--- src/rtl/fibo_pkg.sv ---
// Shared types and defaults for the Fibonacci/Lucas sequence generator.
// Holds the controller state encoding and the default index width.
package fibo_pkg;

   localparam int COUNT_W_DEFAULT = 16;

   typedef enum logic [1:0] {
      IDLE = 2'd0,
      RUN  = 2'd1,
      DONE = 2'd2
   } state_t;

endpackage

--- src/rtl/fibo_step.sv ---
// One recurrence step: sum = a + b, with carry-out and optional clamping.
// Purely combinational; the owner registers the result.
module fibo_step #(
   parameter int WIDTH    = 32,
   parameter bit SATURATE = 1'b0
) (
   input  logic [WIDTH-1:0] a,
   input  logic [WIDTH-1:0] b,
   output logic [WIDTH-1:0] sum,
   output logic             carry
);

   logic [WIDTH:0] w_full;

   assign w_full = {1'b0, a} + {1'b0, b};
   assign carry  = w_full[WIDTH];

   // Clamp to all-ones on carry when saturating, otherwise keep the low bits.
   assign sum = (SATURATE && w_full[WIDTH]) ? {WIDTH{1'b1}} : w_full[WIDTH-1:0];

endmodule

--- src/rtl/fibonacci_seq.sv ---
// Programmable-seed sequence generator emitting n_terms terms over a
// valid/ready stream, with sticky overflow detection and abort support.
module fibonacci_seq
   import fibo_pkg::*;
#(
   parameter int             WIDTH    = 32,
   parameter int             COUNT_W  = COUNT_W_DEFAULT,
   parameter logic [WIDTH-1:0] SEED_A = '0,
   parameter logic [WIDTH-1:0] SEED_B = WIDTH'(1),
   parameter bit             SATURATE = 1'b0
) (
   input  logic               clk,
   input  logic               rst,
   input  logic               load,
   input  logic [WIDTH-1:0]   seed_a,
   input  logic [WIDTH-1:0]   seed_b,
   input  logic               start,
   input  logic [COUNT_W-1:0] n_terms,
   input  logic               abort,
   output logic               out_valid,
   input  logic               out_ready,
   output logic [WIDTH-1:0]   term,
   output logic [COUNT_W-1:0] index,
   output logic               busy,
   output logic               done,
   output logic               overflow
);

   state_t             r_state;
   logic [WIDTH-1:0]   r_seed_a;
   logic [WIDTH-1:0]   r_seed_b;
   logic [WIDTH-1:0]   r_a;
   logic [WIDTH-1:0]   r_b;
   logic [COUNT_W-1:0] r_index;
   logic [COUNT_W-1:0] r_remaining;
   logic               r_valid;
   logic               r_busy;
   logic               r_done;
   logic               r_overflow;

   logic [WIDTH-1:0]   w_sum;
   logic               w_carry;
   logic               w_fire;

   fibo_step #(
      .WIDTH    (WIDTH),
      .SATURATE (SATURATE)
   ) u_step (
      .a     (r_a),
      .b     (r_b),
      .sum   (w_sum),
      .carry (w_carry)
   );

   assign w_fire = r_valid & out_ready;

   always_ff @(posedge clk) begin
      if (rst) begin
         r_state     <= IDLE;
         r_seed_a    <= SEED_A;
         r_seed_b    <= SEED_B;
         r_a         <= SEED_A;
         r_b         <= SEED_B;
         r_index     <= '0;
         r_remaining <= '0;
         r_valid     <= 1'b0;
         r_busy      <= 1'b0;
         r_done      <= 1'b0;
         r_overflow  <= 1'b0;
      end else begin
         r_done <= 1'b0;
         case (r_state)
            IDLE: begin
               // load takes precedence over a same-cycle start
               if (load) begin
                  r_seed_a <= seed_a;
                  r_seed_b <= seed_b;
               end else if (start) begin
                  r_busy <= 1'b1;
                  if (n_terms != '0) begin
                     r_a         <= r_seed_a;
                     r_b         <= r_seed_b;
                     r_index     <= '0;
                     r_remaining <= n_terms;
                     r_overflow  <= 1'b0;
                     r_valid     <= 1'b1;
                     r_state     <= RUN;
                  end else begin
                     r_done  <= 1'b1;
                     r_state <= DONE;
                  end
               end
            end
            RUN: begin
               // abort wins over a same-cycle handshake; overflow is kept
               if (abort) begin
                  r_valid <= 1'b0;
                  r_busy  <= 1'b0;
                  r_state <= IDLE;
               end else if (w_fire) begin
                  r_a         <= r_b;
                  r_b         <= w_sum;
                  r_index     <= r_index + COUNT_W'(1);
                  r_remaining <= r_remaining - COUNT_W'(1);
                  if (w_carry) begin
                     r_overflow <= 1'b1;
                  end
                  if (r_remaining == COUNT_W'(1)) begin
                     r_valid <= 1'b0;
                     r_done  <= 1'b1;
                     r_state <= DONE;
                  end
               end
            end
            DONE: begin
               r_busy  <= 1'b0;
               r_state <= IDLE;
            end
            default: begin
               r_valid <= 1'b0;
               r_busy  <= 1'b0;
               r_state <= IDLE;
            end
         endcase
      end
   end

   assign out_valid = r_valid;
   assign term      = r_a;
   assign index     = r_index;
   assign busy      = r_busy;
   assign done      = r_done;
   assign overflow  = r_overflow;

endmodule

--- config.mk ---
export PLATFORM = sky130hd
export DESIGN_NAME = fibonacci_seq
export DESIGN_NICKNAME = d
export VERILOG_FILES = /design/src/rtl/fibo_pkg.sv /design/src/rtl/fibo_step.sv /design/src/rtl/fibonacci_seq.sv
export SDC_FILE = /design/constraint.sdc
export NUM_CORES = 1
export LEC_CHECK = 0
export CAP_MARGIN = 10
export CORE_MARGIN = 8
export CORE_UTILIZATION = 49
export CTS_CLUSTER_DIAMETER = 30
export DETAILED_ROUTE_END_ITERATION = 12
export GPL_TIMING_DRIVEN = 0
export PLACE_DENSITY = 0.83
export SETUP_SLACK_MARGIN = 0.4
export SLEW_MARGIN = 25
export SYNTH_ARGS = -nofsm -noshare
export SYNTH_HDL_FRONTEND = slang
export SYNTH_SLANG_ARGS = --single-unit
--- constraint.sdc ---
create_clock -name clk -period 2.8 [get_ports clk]
set_input_delay 0.28 -clock clk [delete_from_list [all_inputs] [get_ports clk]]
set_output_delay 0.28 -clock clk [all_outputs]
set_load 0.02 [all_outputs]
==> run_results.csv, run 1 <==
group,metric,value,unit
pwr,power_density,553,nW/um2
floorplanning,start_util,49.3,%
critical_path,cp-start-kind,"flop",
sta,finClkSkew,0.00926,ns
yosys,synth.avg_cell_area,7.60,um2
grt,grt_usage,26.7,%
hold_path,hp-start,"seed_a[2]",
yosys,syn_inst,1107,
clocking,clockBufferDepth,2,
grt,gr-total-overflow,0,
critical_path,path_class,"flop to flop",
sta,fmax,0.367,GHz
yosys,ys_types,60,
yosys,synth_edf_count,0,
place,dpl.cell_count,1468,
clocking,root_buffer,"clkbuf_16",
place,placed_cell_area,10200,um2
yosys,ys_seq_elements,166,
clocking,cts_buffers,17,
route,wl_met3,2690,um
place,dp_hpwl,20400,um
cells_and_area,seq_area,3360,um2
clocking,cts_hold_buf,0,
critical_path,required,3.14,ns
cells_and_area,n_antenna_cell,0,
sta,rsz0062_at_grt,"true",
grt,antenna_found_initial,0,
critical_path,crit_path_end_kind,"flop",
route,postRouteAntennaNets,0,
route,via_per_inst,5.97,
clocking,cts_sinks,166,
pwr,leakage,4.29,nW
cells_and_area,area_growth,36.2,%
critical_path,r2r_end,"r_b[28]",
sta,min_period_over_period,97.3,%
grt,grt_max_degree,17,
place,gp_congestion,0.956,
hold_path,holdCritPathClass,"input pin to flop",
sta,slew_violations,0,
pwr,pwr-share-seq,41.4,%
pwr,clockPowerShare,39.3,%
route,topRoutingLayerUsed,"met4",
pwr,power_switching,0.00186,W
pwr,comb_power_share,19.3,%
route,routed-wl-met2,13300,um
sta,finalHoldViolCount,0,
cells_and_area,nNetsFinal,1416,
critical_path,arrival,3.06,ns
yosys,synth.cell_area,8410,um2
route,vias,9145,
clocking,insertion_delay,0.44,ns
floorplanning,core.rowCount,48,
yosys,synthArstFlopShare,0,%
grt,grt_pass1_wl,46500,um
route,dr.pass1.iters,5,
critical_path,reg2reg_from,"term[15]",
cells_and_area,drive_gt1_share,14.5,%
route,met1Wirelength,12200,um
sta,fin_crit,2.73,ns
floorplanning,die_w,147,um
yosys,synth_flop_cell,"dfxtp_1",
route,routedWlPerCell,19.3,um
sta,finalSetupViolCount,0,
place,portBuffers,136,
pwr,p_sw_share,29.3,%
yosys,synth_nets,1229,
clocking,h-tree-depth,4,
pwr,p_int,0.00448,W
cells_and_area,multi_input_area,5160,um2
sta,slew_headroom,48.8,%
floorplanning,pin_count,138,
floorplanning,dieHeight,147,um
route,drt-initial-drc-count,1023,
critical_path,rrSetupSlack,0.07,ns
clocking,path_clk_slew,0.07,ns
yosys,yosys_warnings,0,
cells_and_area,fill_cells,1400,
yosys,ys_seq_area_share,39.5,%
grt,grt_pass1_vias,8840,
critical_path,cp_max_fo,6,
job,maxCapViolations,0,
cells_and_area,instances_no_fill,1532,
cells_and_area,final_area,11500,um2
floorplanning,core-area,17100,um2
hold_path,min_to,"r_seed_a[2]",
hold_path,hold_depth,3,
route,drc,0,
run_status,status,"finished, final reports clean",
clocking,cts_tree,"yes",
route,wl,29600,um
critical_path,rr_worst_depth,9,
pwr,ir_worst_vdd,478,uV
floorplanning,design.die.area,21600,um2
sta,tightestPinTransition,0.768,ns
how the worst max path moves through the flow:
| stage | start | slack (ns) | to |
|---|---|---|---|
| floorplan | term[3] | 0.28 | r_b[31] |
| global placement | load | -0.41 | r_b[12] |
| CTS | r_b[21] | 0.16 | r_b[30] |
| global route | term[15] | -0.02 | r_b[28] |
| finish | term[15] | 0.07 | r_b[28] |
| detailed placement | load | -0.49 | r_b[11] |
metal layers:
metal | global-route usage [%] | up-vias
li1 | - | 4269
met1 | 33.6 | 4216
met2 | 42.2 | 547
met3 | 6.09 | 113
met4 | 13.7 | 0
met5 | 0 | -
cell usage after synthesis, types with 17 or more instances:
cell type | n | area [um2]
dfxtp_1 | 166 | 3320
nand2_1 | 271 | 1020
o21ai_0 | 54 | 270
a211oi_1 | 17 | 128
xnor2_1 | 18 | 158
clkbuf_1 | 68 | 255
a311oi_1 | 43 | 377
a21oi_1 | 123 | 616
nor2_1 | 102 | 383
ha_1 | 35 | 438
xor2_1 | 17 | 149
nor3_1 | 17 | 85.1
cells by family (layout without fill, tap and decap cells):
group / count (synthesis) / in the layout / synth area share (%)
flip-flops: 166 / 166 / 39.5
AO/OA/AOI/OAI: 311 / 311 / 23.7
adder cells (fa/ha/maj): 36 / 36 / 5.44
AND/OR/NAND/NOR: 467 / 467 / 23.3
buffers and inverters: 90 / 290 / 4.13
multiplexers: 2 / 2 / 0.238
XOR/XNOR: 35 / 35 / 3.64
power groups by stage:
stage          Clock [W]  Sequential [W]  Combinational, W
2_1_floorplan          0         0.00268          0.000629
3_3_place_gp           0         0.00266           0.00107
3_5_place_dp           0         0.00267           0.00109
4_1_cts          0.00249         0.00262           0.00116
5_1_grt          0.00260         0.00264           0.00132
6_report         0.00249         0.00262           0.00122
timing repair:
item                       in CTS  in global routing
setup endpoints to repair      93                118
buffers inserted               28                  4
hold endpoints to repair        0                  0
pin swaps                      30                 18
resized for setup              61                 75
per-stage QoR:
step	hold WS (ns)	utilization (%)	power, W	setup slack, ns	TNS, ns
finish	0.383	67.2	0.00634	0.0749	0
global route	0.380	67.2	0.00655	-0.0181	-0.0231
CTS	0.375	66.2	0.00626	0.158	0
detailed placement	0.445	59.9	0.00375	-0.494	-19.98
global placement	0.440	59.9	0.00374	-0.406	-16.16
floorplan	0.397	-	0.00331	0.277	0
state kept, by name, indices dropped and copies added (netlist names):
name         flops
r_remaining     16
overflow         1
r_seed_a        32
term            32
r_state          2
r_b             32
busy             1
index           16
out_valid        1
r_seed_b        32
done             1
worst max-delay path: stages, from the launching register on:
cell and delay [ns]:
dfxtp_1 0.37, ha_2 0.33, a21oi_1 0.20, o21ai_0 0.21
a21o_1 0.22, a221o_1 0.41, a41oi_4 0.29, nor2_4 0.06
a22o_1 0.25, a2111oi_2 0.28
cell usage in the layout, fill, tap and decap left out, types with 13 or more instances in the layout:
cell type / instances
nand2_1: 271
dfxtp_1: 145
clkdlybuf4s50_1: 136
a21oi_1: 120
nor2_1: 98
o21ai_0: 42
a311oi_1: 38
clkbuf_1: 36
buf_4: 30
clkbuf_2: 27
ha_1: 20
xnor2_1: 17
xor2_1: 17
clkbuf_16: 17
nor3_1: 15
dfxtp_2: 15
a21o_1: 14
a211oi_1: 14
o21ai_1: 13
ha_4: 13
final cells by class:
class	instances	share of cell area (%)
buffer	78	3.14
clock buffer	19	3.95
clock inverter	13	1.51
inverter	12	0.393
multi-input combinational	851	45.1
sequential	166	29.4
tap	225	2.46
timing repair buffer	168	14.1
No activity file was read; power rests on OpenSTA's default activity.
==> inputs of run 2 (changes only) <==
--- a/config.mk
+++ b/config.mk
@@ -6,12 +6,11 @@
 export NUM_CORES = 1
 export LEC_CHECK = 0
 export CAP_MARGIN = 10
-export CORE_MARGIN = 8
-export CORE_UTILIZATION = 49
+export CORE_UTILIZATION = 39
 export CTS_CLUSTER_DIAMETER = 30
 export DETAILED_ROUTE_END_ITERATION = 12
 export GPL_TIMING_DRIVEN = 0
-export PLACE_DENSITY = 0.83
+export PLACE_DENSITY = 0.7
 export SETUP_SLACK_MARGIN = 0.4
 export SLEW_MARGIN = 25
 export SYNTH_ARGS = -nofsm -noshare
==> run 2 against run 1 <==
Clock skew about the same. Critical endpoint unchanged. Register-to-register slack better by 0.02 ns. Clock power down 6%.
==> run_results.csv, run 2 (synthesis results as in run 1) <==
group,metric,value,unit
place,post-place-ws,-0.417,ns
hold_path,holdCritPathClass,"input pin to flop",
run_status,status,"finished, final reports clean",
route,vias,8824,
cells_and_area,seq_area,3370,um2
critical_path,rr_worst_depth,11,
grt,grt_pass1_vias,8412,
critical_path,crit_chain,"ha_4 -> buf_6 -> a21o_1 -> a21o_1 -> a21o_1 -> a21o_1 -> a221o_1 -> a41oi_4 -> nor2_4 -> a22o_1 -> a2111oi_2",
cells_and_area,fill_cells,1997,
floorplanning,design.die.area,22200,um2
critical_path,rrSetupSlack,0.09,ns
floorplanning,die_w,149,um
route,drc,0,
grt,grt_max_degree,17,
sta,fmax,0.369,GHz
cells_and_area,multi_input_area,5190,um2
route,drt-initial-drc-count,703,
route,routed-wl-met2,12900,um
pwr,ir_worst_vdd,346,uV
job,maxCapViolations,0,
place,portBuffers,136,
critical_path,required,3.13,ns
cells_and_area,n_antenna_cell,0,
floorplanning,pin_count,138,
place,gp_congestion,0.909,
cells_and_area,final_common_cell,"nand2_1",
clocking,clockBufferDepth,2,
grt,grt_usage,26.5,%
clocking,cts_tree,"yes",
critical_path,critPathTopFamily,"compound AO/OA/AOI/OAI gates",
critical_path,crit_top_cell,"a21o_1",
critical_path,slowest_stage,"dfxtp_4",
floorplanning,core.rowCount,53,
sta,worst_slack,0.0919,ns
clocking,cts_buffers,17,
pwr,leakage,4.25,nW
clocking,cts_sinks,166,
route,topRoutingLayerUsed,"met4",
floorplanning,dieHeight,149,um
clocking,cts_hold_buf,0,
hold_path,min_to,"r_seed_a[21]",
critical_path,reg2reg_from,"r_b[21]",
pwr,power_density,540,nW/um2
clocking,root_buffer,"clkbuf_16",
critical_path,cp_max_fo,3,
route,wl_met3,2180,um
sta,slew_headroom,45.7,%
route,wl,28800,um
sta,min_period_over_period,96.7,%
route,met1Wirelength,12700,um
route,postRouteAntennaNets,0,
sta,tightestPinTransition,0.815,ns
route,via_per_inst,5.60,
sta,slew_violations,0,
grt,antenna_found_initial,0,
clocking,insertion_delay,0.43,ns
route,dr.pass1.iters,5,
critical_path,crit_path_end_kind,"flop",
critical_path,r2r_end,"r_b[28]",
cells_and_area,area_growth,36.2,%
sta,fin_crit,2.71,ns
cells_and_area,drive_gt1_share,13.9,%
hold_path,hp-start,"seed_a[21]",
clocking,h-tree-depth,4,
route,routedWlPerCell,18.3,um
critical_path,path_class,"flop to flop",
cells_and_area,finish.utilization,54.3,%
sta,finalHoldViolCount,0,
grt,gr-total-overflow,0,
floorplanning,core-area,21100,um2
sta,rsz0062_at_grt,"true",
clocking,path_clk_slew,0.06,ns
critical_path,arrival,3.03,ns
critical_path,slowest_delay,0.36,ns
hold_path,hold_depth,3,
critical_path,path_buf_inv,1,
floorplanning,start_util,39.9,%
sta,finClkSkew,0.00919,ns
sta,finalSetupViolCount,0,
cells_and_area,layout_common_cells,"nand2_1, dfxtp_1, clkdlybuf4s50_1",
grt,grt_pass1_wl,45100,um
critical_path,cp-start-kind,"flop",
place,dp_hpwl,20500,um
sta,finalSetupTns,0,ns
cells_and_area,nNetsFinal,1410,
-- run 2: layout make-up --
cell class / instances / area share, %
inverter: 12 / 0.393
tap: 275 / 3.00
buffer: 78 / 3.19
clock buffer: 23 / 4.17
sequential: 166 / 29.4
timing repair buffer: 162 / 13.7
multi-input combinational: 851 / 45.3
clock inverter: 8 / 0.862
-- run 2: metrics by stage --
stage | cells | hold slack [ns] | power [W] | instance area [um2]
finish | 1575 | 0.388 | 0.00619 | 11500
global route | 1575 | 0.399 | 0.00643 | 11500
CTS | 1571 | 0.384 | 0.00614 | 11200
detailed placement | 1518 | 0.444 | 0.00376 | 10300
global placement | 1518 | 0.439 | 0.00375 | 10300
floorplan | 1107 | 0.397 | 0.00331 | 8570
-- run 2: worst reg2reg max path, cell delays in order, from the launching register on --
cell and delay, ns:
dfxtp_4 0.36, ha_4 0.24, buf_6 0.11, a21o_1 0.16
a21o_1 0.16, a21o_1 0.17, a21o_1 0.16, a221o_1 0.35
a41oi_4 0.28, nor2_4 0.09, a22o_1 0.25, a2111oi_2 0.28
-- run 2: report_power, final --
| group | switching, W | total [W] | leakage [nW] | internal, W |
|---|---|---|---|---|
| sequential | 0.000124 | 0.00263 | 1.37 | 0.00250 |
| clock | 0.000970 | 0.00235 | 0.287 | 0.00138 |
| combinational | 0.000695 | 0.00121 | 2.59 | 0.000518 |
| total | 0.00179 | 0.00619 | 4.25 | 0.00440 |
-- run 2: metal layers --
layer	vias to the layer above	track usage [%]
met5	-	0
met4	0	12.3
met3	66	5.87
met2	380	41.3
met1	4128	34.7
li1	4250	-
-- run 2: how the worst max path moves through the flow --
stage,startpoint,endpoint,slack (ns),cells after the start
3_5_place_dp,load,term[29],-0.42,11
3_3_place_gp,load,term[30],-0.38,11
2_1_floorplan,term[3],r_b[31],0.28,10
5_1_grt,r_b[4],r_b[27],0.001,10
4_1_cts,r_b[4],r_b[31],0.12,10
6_report,r_b[21],r_b[28],0.09,11
-- run 2: what timing repair did --
item	4_1_cts	5_1_grt
gates resized for setup	64	75
pin swaps	26	17
endpoints found under the setup margin	93	106
hold endpoints to repair	0	0
buffers inserted	22	4
